==> src/rtl/codifica_hamming_serial_pkg.sv <==
// Shared constants and FSM state type for the serial Hamming(15,11) encoder.
package codigo_hamming_pkg;

  localparam int K = 11;
  localparam int N = 15;

  localparam int P0 = 0;
  localparam int P1 = 1;
  localparam int P3 = 3;
  localparam int P7 = 7;

  typedef enum logic {
    OCIOSO    = 1'b0,
    TRANSMITE = 1'b1
  } estado_t;

endpackage

==> src/rtl/codifica_hamming_serial_gera_paridade.sv <==
// Combinational Hamming(15,11) encoder: spreads data over non-power-of-two
// positions and fills positions 1, 2, 4, 8 (indices 0, 1, 3, 7) with even parity.
module gera_paridade_hamming
  import codigo_hamming_pkg::*;
(
  input  logic [K-1:0] dado_i,
  output logic [N-1:0] palavra_o
);

  logic [N-1:0] c;

  always_comb begin
    c          = '0;
    c[2]       = dado_i[0];
    c[6:4]     = dado_i[3:1];
    c[11:8]    = dado_i[7:4];
    c[14:12]   = dado_i[10:8];
    // each parity bit covers the positions whose 1-based index has that bit set
    c[P0] = c[2] ^ c[4] ^ c[6] ^ c[8] ^ c[10] ^ c[12] ^ c[14];
    c[P1] = c[2] ^ c[5] ^ c[6] ^ c[9] ^ c[10] ^ c[13] ^ c[14];
    c[P3] = c[4] ^ c[5] ^ c[6] ^ c[11] ^ c[12] ^ c[13] ^ c[14];
    c[P7] = ^c[14:8];
  end

  assign palavra_o = c;

endmodule

==> src/rtl/codifica_hamming_serial.sv <==
// Serial Hamming(15,11) encoder: accepts an 11-bit word, sends its codeword LSB first.
// Optional CODIFICA_HAMMING_PARIDADE_GLOBAL_EN appends an overall parity bit (SECDED).
module codifica_hamming_serial
  import codigo_hamming_pkg::*;
(
  input  logic          clk,
  input  logic          rst_n,
  input  logic [K-1:0]  dado_in,
  input  logic          dado_valid,
  output logic          dado_ready,
  output logic          tx_bit,
  output logic          tx_valid,
  input  logic          tx_ready,
  output logic          tx_inicio,
  output logic          tx_fim,
  output logic [N-1:0]  palavra_out
);

`ifdef CODIFICA_HAMMING_PARIDADE_GLOBAL_EN
  localparam int FW = N + 1;
`else
  localparam int FW = N;
`endif
  localparam logic [3:0] ULTIMO = 4'(FW - 1);

  logic [N-1:0]  palavra_d;
  logic [FW-1:0] quadro_d;
  logic [FW-1:0] quadro_q;
  estado_t       estado_q;
  logic [3:0]    cnt_q;
  logic [3:0]    cnt_d;
  logic          tx_bit_q;
  logic          tx_valid_q;
  logic          tx_inicio_q;
  logic          tx_fim_q;
  logic          aceita;
  logic          avanca;

  gera_paridade_hamming u_gera_paridade (
    .dado_i    (dado_in),
    .palavra_o (palavra_d)
  );

`ifdef CODIFICA_HAMMING_PARIDADE_GLOBAL_EN
  assign quadro_d = {^palavra_d, palavra_d};
`else
  assign quadro_d = palavra_d;
`endif

  // tx_fim_q is only ever set in TRANSMITE, so it alone marks the last-bit slot
  assign dado_ready = rst_n && ((estado_q == OCIOSO) || (tx_fim_q && tx_ready));
  assign aceita     = dado_valid && dado_ready;
  assign avanca     = tx_valid_q && tx_ready;
  assign cnt_d      = cnt_q + 4'd1;

  always_ff @(posedge clk) begin
    if (!rst_n) begin
      estado_q    <= OCIOSO;
      quadro_q    <= '0;
      cnt_q       <= '0;
      tx_bit_q    <= 1'b0;
      tx_valid_q  <= 1'b0;
      tx_inicio_q <= 1'b0;
      tx_fim_q    <= 1'b0;
    end else if (aceita) begin
      estado_q    <= TRANSMITE;
      quadro_q    <= quadro_d;
      cnt_q       <= '0;
      tx_bit_q    <= quadro_d[0];
      tx_valid_q  <= 1'b1;
      tx_inicio_q <= 1'b1;
      tx_fim_q    <= 1'b0;
    end else if (avanca) begin
      if (tx_fim_q) begin
        estado_q    <= OCIOSO;
        cnt_q       <= '0;
        tx_bit_q    <= 1'b0;
        tx_valid_q  <= 1'b0;
        tx_inicio_q <= 1'b0;
        tx_fim_q    <= 1'b0;
      end else begin
        cnt_q       <= cnt_d;
        tx_bit_q    <= quadro_q[cnt_d];
        tx_inicio_q <= 1'b0;
        tx_fim_q    <= (cnt_d == ULTIMO);
      end
    end
  end

  assign tx_bit      = tx_bit_q;
  assign tx_valid    = tx_valid_q;
  assign tx_inicio   = tx_inicio_q;
  assign tx_fim      = tx_fim_q;
  assign palavra_out = quadro_q[N-1:0];

endmodule

==> config.mk <==
export PLATFORM = sky130hd
export DESIGN_NAME = codifica_hamming_serial
export DESIGN_NICKNAME = d
export VERILOG_FILES = /design/src/rtl/codifica_hamming_serial_pkg.sv /design/src/rtl/codifica_hamming_serial_gera_paridade.sv /design/src/rtl/codifica_hamming_serial.sv
export SDC_FILE = /design/constraint.sdc
export NUM_CORES = 1
export LEC_CHECK = 0
export CORE_MARGIN = 5
export CORE_UTILIZATION = 40
export CTS_CLUSTER_DIAMETER = 40
export DETAILED_ROUTE_END_ITERATION = 10
export DONT_BUFFER_PORTS = 1
export GPL_ROUTABILITY_DRIVEN = 0
export SYNTH_ARGS = -nofsm -noshare
export SYNTH_HDL_FRONTEND = slang
export SYNTH_SLANG_ARGS = --single-unit
==> constraint.sdc <==
create_clock -name clk -period 1.71 [get_ports clk]
set_input_delay 0.4275 -clock clk [delete_from_list [all_inputs] [get_ports clk]]
set_output_delay 0.4275 -clock clk [all_outputs]
set_load 0.005 [all_outputs]
==> flow_summary.toml, run 1 <==
[synth]
synth_edf_count = 0
synth_seq_area_share_pct = 38.8
synthSimpleGateAreaFrac_pct = 17.7
yosysWarnings = 0
ys_ff_latch = 23
synth_flop_cell = "dfxtp_1"
async_reset_ff_share_pct = 0
synthTopCellsByArea = "dfxtp_1 39%, xnor2_1 10%, nand2_1 9.2%, o21ai_0 7.6%, mux4_2 5.7%"
yosysMostFrequentCell = "nand2_1"
postSynthAreaPerCell_sq_um = 8.67
syn_nets = 154
synth_top_family_by_area = "simple AND/OR/NAND/NOR gates"
synth_cell_type_count = 27
yosys-top-cells-count = "29 x nand2_1, 23 x dfxtp_1, 18 x o21ai_0"
synthCells = 137
yosysTopAreaCell = "dfxtp_1"
synth.area.mux_share_pct = 8.22
synth_xor_area_share_pct = 15.4
synth_area_sq_mm = 0.00119
synthAdderAreaFrac_pct = 2.11
yosys.area.top_type_share_pct = 38.8
synth_compound_area_share_pct = 13.6

[drt]
wl_per_cell_um = 15.2
drtIter0Drc = 12
wl_mm = 2.65
highest_layer = "met4"
avgViaCountPerCell = 5.41
first_pass_iters = 4
wl_met3_um = 184
drc_errors = 0
ant_nets = 0
met1_length_mm = 1.05
route.met2.wl_mm = 1.35
vias = 941

[critical_path]
required_ns = 1.91
critical_path.startpoint = "cnt_q[0]$_SDFFE_PP0P_"
crit_type = "reg2reg"
r2r_start = "cnt_q[0]$_SDFFE_PP0P_"
arrival_ns = 1.85
start_kind = "register"
slowest_delay_ns = 0.50
cp-end-kind = "register"
worstPathCellList = "ha_4, xnor2_4, mux4_2, nand2b_4, o2111ai_2, a31oi_1"
slowest_stage = "mux4_2"
crit_fanout = 5

[floorplan]
die_x_um = 64.5
design.die.area_sq_mm = 0.00416
io_pins = 35
initial_core_util_pct = 42.3
die_h_um = 64.5
core_sq_mm = 0.00281
num_rows = 19

[cts]
clkLatencyLatePin_ns = 0.30
htree_num_levels = 1
cts_sinks = 23
cts_tree = "done"
cts_root_buf = "clkbuf_4"
cts_buffers = 3
cts_buffer_depth = 2
clk_pin_slew_ns = 0.12

[flow_run]
max-cap-violations = 0

[global_routing]
antenna_found_initial = 0
grt_overflow = 0
grt_usage_pct = 13.7
first_global_vias = 983
grt_pass1_wl_mm = 4.53
grt_max_degree = 22

[pwr]
power_density_mw_per_mm2 = 794
power_mw = 1.05
max-vdd-ir-drop_mv = 0.414
leakagePower_nw = 0.478

[sta]
fmax_ghz = 0.605
worstMarginPinSlew_ns = 0.381
hold_viol = 0
period_share_pct = 96.6
slew_viol_final = 0
max_slew_margin_pct = 74.4
clock-skew-final_ns = 0.00935
rsz0062_at_grt = "yes"
setup_viol = 0
period_needed_ns = 1.65

[layout]
synthToLayoutAreaGrowth_pct = 11.8
drive_above_1_share_pct = 16.1
n_fill_cell = 284
diodes = 0
fin_area_sq_mm = 0.00133
final_cells = 174
nets = 161

[place]
hpwl_mm = 2.13
portBuffers = 0
place_area_sq_mm = 0.00126
dp_cells = 169

[worst_hold_path]
hold_class = "in2reg"
hold_start = "dado_in[10]"

[status]
outcome = "finished, final reports clean"
[state kept, by name, summed over array words and instances, names as in the netlist]
register,flops
palavra_out,15
cnt_q,4
tx_bit,1
tx_fim,1
tx_inicio,1
tx_valid,1
[cells by family after synthesis]
family	count (synthesis)
adder cells (fa/ha/maj)	2
XOR/XNOR	20
AND/OR/NAND/NOR	49
flip-flops	23
multiplexers	6
AO/OA/AOI/OAI	29
buffers and inverters	8
[worst max-delay path, delay by kind of cell, from the launching register on]
kind / cells / cell delay [ns]
compound gates: 2 / 0.18
xor+xnor: 1 / 0.15
fa+ha+maj: 1 / 0.18
flops: 1 / 0.39
mux: 1 / 0.50
simple gates: 1 / 0.15
[what timing repair did]
item / in CTS / in global routing
pin swaps: 0 / 3
hold buffers: 0 / 0
gates resized for setup: 2 / 6
endpoints found under the setup margin: 1 / 2
buffers inserted: 0 / 1
[cell usage in the layout, fill, tap and decap left out, types with 2 or more instances in the layout]
master and instances:
mux2i_1 3, dfxtp_1 21, nor2_1 8, nand2_1 29
inv_1 2, xor2_1 5, mux4_2 3, dfxtp_4 2
a21oi_1 5, ha_4 2, nand3_1 6, o21ai_0 18
buf_4 8, xnor2_1 14, clkbuf_4 3
[final cells by class]
cell class	instances	area, sq um	share of cell area [%]
repair buffers	8	60.1	4.52
clock buffers	4	26.3	1.98
well taps	31	38.8	2.92
multi-input cells	106	727	54.8
flip-flops and latches	23	468	35.2
inverters	2	7.51	0.566
[power by group]
| group | internal [mW] | switching, mW |
|---|---|---|
| Clock | 0.0907 | 0.151 |
| Sequential | 0.574 | 0.0404 |
| Combinational | 0.101 | 0.0968 |
[metrics by stage]
step | hold slack [ns] | setup TNS (ns) | util, % | setup slack [ns]
2_1_floorplan | 0.450 | 0 | - | 0.0221
3_3_place_gp | 0.472 | 0 | 44.9 | 0.0133
3_5_place_dp | 0.487 | -0.0537 | 44.9 | -0.0537
4_1_cts | 0.219 | 0 | 45.9 | 0.00221
5_1_grt | 0.217 | -0.0314 | 47.3 | -0.0314
6_report | 0.227 | 0 | 47.3 | 0.0577
[metal layers]
metal / track usage (%) / vias up
li1: - / 475
met2: 24.6 / 30
met4: 5.80 / 0
met5: 0 / -
met1: 15.0 / 430
met3: 3.97 / 6
[final timing paths]
kind | endpoint | slack (ns) | depth (start not counted)
hold reg to reg | tx_inicio$_SDFFE_PN0P_ | 0.49 | 2
hold / removal | palavra_out[14]$_SDFFE_PN0P_ | 0.23 | 2
setup reg to reg | tx_bit$_SDFFE_PN0P_ | 0.06 | 6
setup / recovery | tx_bit$_SDFFE_PN0P_ | 0.06 | 6
(Power assumes the default switching activity.)
==> inputs of run 2 (changes only) <==
--- a/config.mk
+++ b/config.mk
@@ -11,6 +11,7 @@
 export DETAILED_ROUTE_END_ITERATION = 10
 export DONT_BUFFER_PORTS = 1
 export GPL_ROUTABILITY_DRIVEN = 0
+export GPL_TIMING_DRIVEN = 0
 export SYNTH_ARGS = -nofsm -noshare
 export SYNTH_HDL_FRONTEND = slang
 export SYNTH_SLANG_ARGS = --single-unit
==> flow_summary.toml, run 2 (synthesis results as in run 1) <==
[layout]
nets = 162
n_fill_cell = 298
largest_reg_flops = 15
drive_above_1_share_pct = 17.4
register_area_sq_um = 467
diodes = 0
multi_input_area_sq_um = 727
utilization_pct = 47.7
synthToLayoutAreaGrowth_pct = 12.7
mostFrequentLayoutCells = "29 x nand2_1, 20 x dfxtp_1, 18 x o21ai_0, 14 x xnor2_1, 8 x nor2_1"
final_common_cell = "nand2_1"

[critical_path]
r2r_end = "tx_bit$_SDFFE_PN0P_"
start_kind = "register"
arrival_ns = 1.88
slowest_stage = "mux4_2"
required_ns = 1.91
crit_fanout = 3
r2r_start = "cnt_q[0]$_SDFFE_PP0P_"
cp-end-kind = "register"
slowest_delay_ns = 0.51
crit_type = "reg2reg"
critical_path.startpoint = "cnt_q[0]$_SDFFE_PP0P_"
reg2reg_slack_ns = 0.03
worstPathCellList = "ha_4, xnor2_4, mux4_2, nand2b_4, o2111ai_2, a31oi_1"
worst-r2r-cell-count = 6

[cts]
clkLatencyLatePin_ns = 0.30
cts_buffers = 3
clk_pin_slew_ns = 0.12
cts_root_buf = "clkbuf_4"
cts_sinks = 23
holdBufCountCts = 0
cts_tree = "done"
htree_num_levels = 1
cts_buffer_depth = 2

[sta]
period_needed_ns = 1.68
period_share_pct = 98.1
clock-skew-final_ns = 0.00488
max_slew_margin_pct = 72.9
rsz0062_at_grt = "yes"
setup_viol = 0
slew_viol_final = 0
fmax_ghz = 0.596
hold_viol = 0
worstMarginPinSlew_ns = 0.403

[pwr]
power_mw = 1.07
max-vdd-ir-drop_mv = 0.410
intPower_uw = 770
p_seq_share_pct = 57.6
switching_power_uw = 298
combPwrFrac_pct = 19.2
power_density_mw_per_mm2 = 798
leakagePower_nw = 0.484
switching_share_pct = 27.9
p_clk_share_pct = 23.2

[drt]
vias = 934
drc_errors = 0
ant_nets = 0
wl_per_cell_um = 15.6
wl_mm = 2.72
avgViaCountPerCell = 5.34
drtIter0Drc = 21
first_pass_iters = 4

[global_routing]
grtUsageMet3_pct = 5.53
grt_max_degree = 13
antenna_found_initial = 0
use_met1_pct = 14.7
grt_usage_pct = 13.7
first_global_vias = 957
grt_overflow = 0
met2_usage_pct = 24.7
grt.busiest_layer = "met2"
grt_pass1_wl_mm = 4.48

[worst_hold_path]
hold_class = "in2reg"
whs_path_depth = 2
holdPathEnd = "palavra_out[14]$_SDFFE_PN0P_"
hold_start = "dado_in[10]"

[place]
portBuffers = 0
hpwl_mm = 2.14

[floorplan]
initial_core_util_pct = 42.3
die_x_um = 64.5
die_h_um = 64.5
num_rows = 19
io_pins = 35
core_sq_mm = 0.00281
design.die.area_sq_mm = 0.00416

[status]
outcome = "finished, final reports clean"

[flow_run]
max-cap-violations = 0
-- run 2: cell types whose count changed in the layout (fill, tap and decap cells not counted), sizes merged --
cell	delta
buf	-4
clkbuf	+5
-- run 2: repair_timing --
action                                 4_1_cts  5_1_grt
setup buffers                                1        3
gates cloned                                 0        0
endpoints found under the hold margin        0        0
gates resized for setup                      6        8
pin swaps                                    1        4
setup endpoints to repair                   13       17
-- run 2: critical path: cells and delay by family (launching register included) --
kind / cells / cell delay (ns)
adders and majority gates: 1 / 0.17
muxes: 1 / 0.51
AOI/OAI and AO/OA: 2 / 0.16
and+or+nand+nor: 1 / 0.15
xor gates and xnor gates: 1 / 0.20
DFF: 1 / 0.38
-- run 2: worst max-delay path by stage --
stage	to	cells after the start
final	tx_bit$_SDFFE_PN0P_	6
after global routing	tx_bit$_SDFFE_PN0P_	6
after CTS	tx_bit$_SDFFE_PN0P_	6
after detailed placement	tx_bit$_SDFFE_PN0P_	6
after global placement	tx_bit$_SDFFE_PN0P_	6
after floorplan	tx_bit$_SDFFE_PN0P_	6
-- run 2: power groups by stage --
| stage | clock network (mW) | logic (mW) | registers, mW |
|---|---|---|---|
| 3_5_place_dp | 0 | 0.196 | 0.631 |
| 2_1_floorplan | 0 | 0.164 | 0.617 |
| 6_report | 0.248 | 0.205 | 0.616 |
| 4_1_cts | 0.252 | 0.199 | 0.620 |
| 3_3_place_gp | 0 | 0.193 | 0.630 |
| 5_1_grt | 0.280 | 0.230 | 0.622 |
-- run 2: cell type report --
type	count	area share, %
multi-input combinational	106	54.3
sequential	23	34.9
buffer	5	3.18
tap	31	2.90
timing repair buffer	4	2.24
clock buffer	4	1.96
inverter	2	0.561
-- run 2: stage by stage --
| step | setup slack (ns) | cell area, sq um | setup TNS (ns) | hold slack (ns) | instances |
|---|---|---|---|---|---|
| finish | 0.0328 | 1340 | 0 | 0.221 | 175 |
| floorplan | 0.0221 | 1210 | 0 | 0.450 | 137 |
| global route | -0.0479 | 1340 | -0.0479 | 0.204 | 175 |
| detailed placement | -0.0975 | 1250 | -0.262 | 0.478 | 168 |
| global placement | -0.113 | 1250 | -0.113 | 0.479 | 168 |
| CTS | 0.00276 | 1300 | 0 | 0.225 | 173 |
-- run 2: per-layer routing --
layer	wire length (um)	vias up	part of all wire [%]
li1	-	480	-
met2	1380	21	51
met1	1130	431	42
met4	18	0	0.66
met3	187	2	6.9
met5	0	-	0
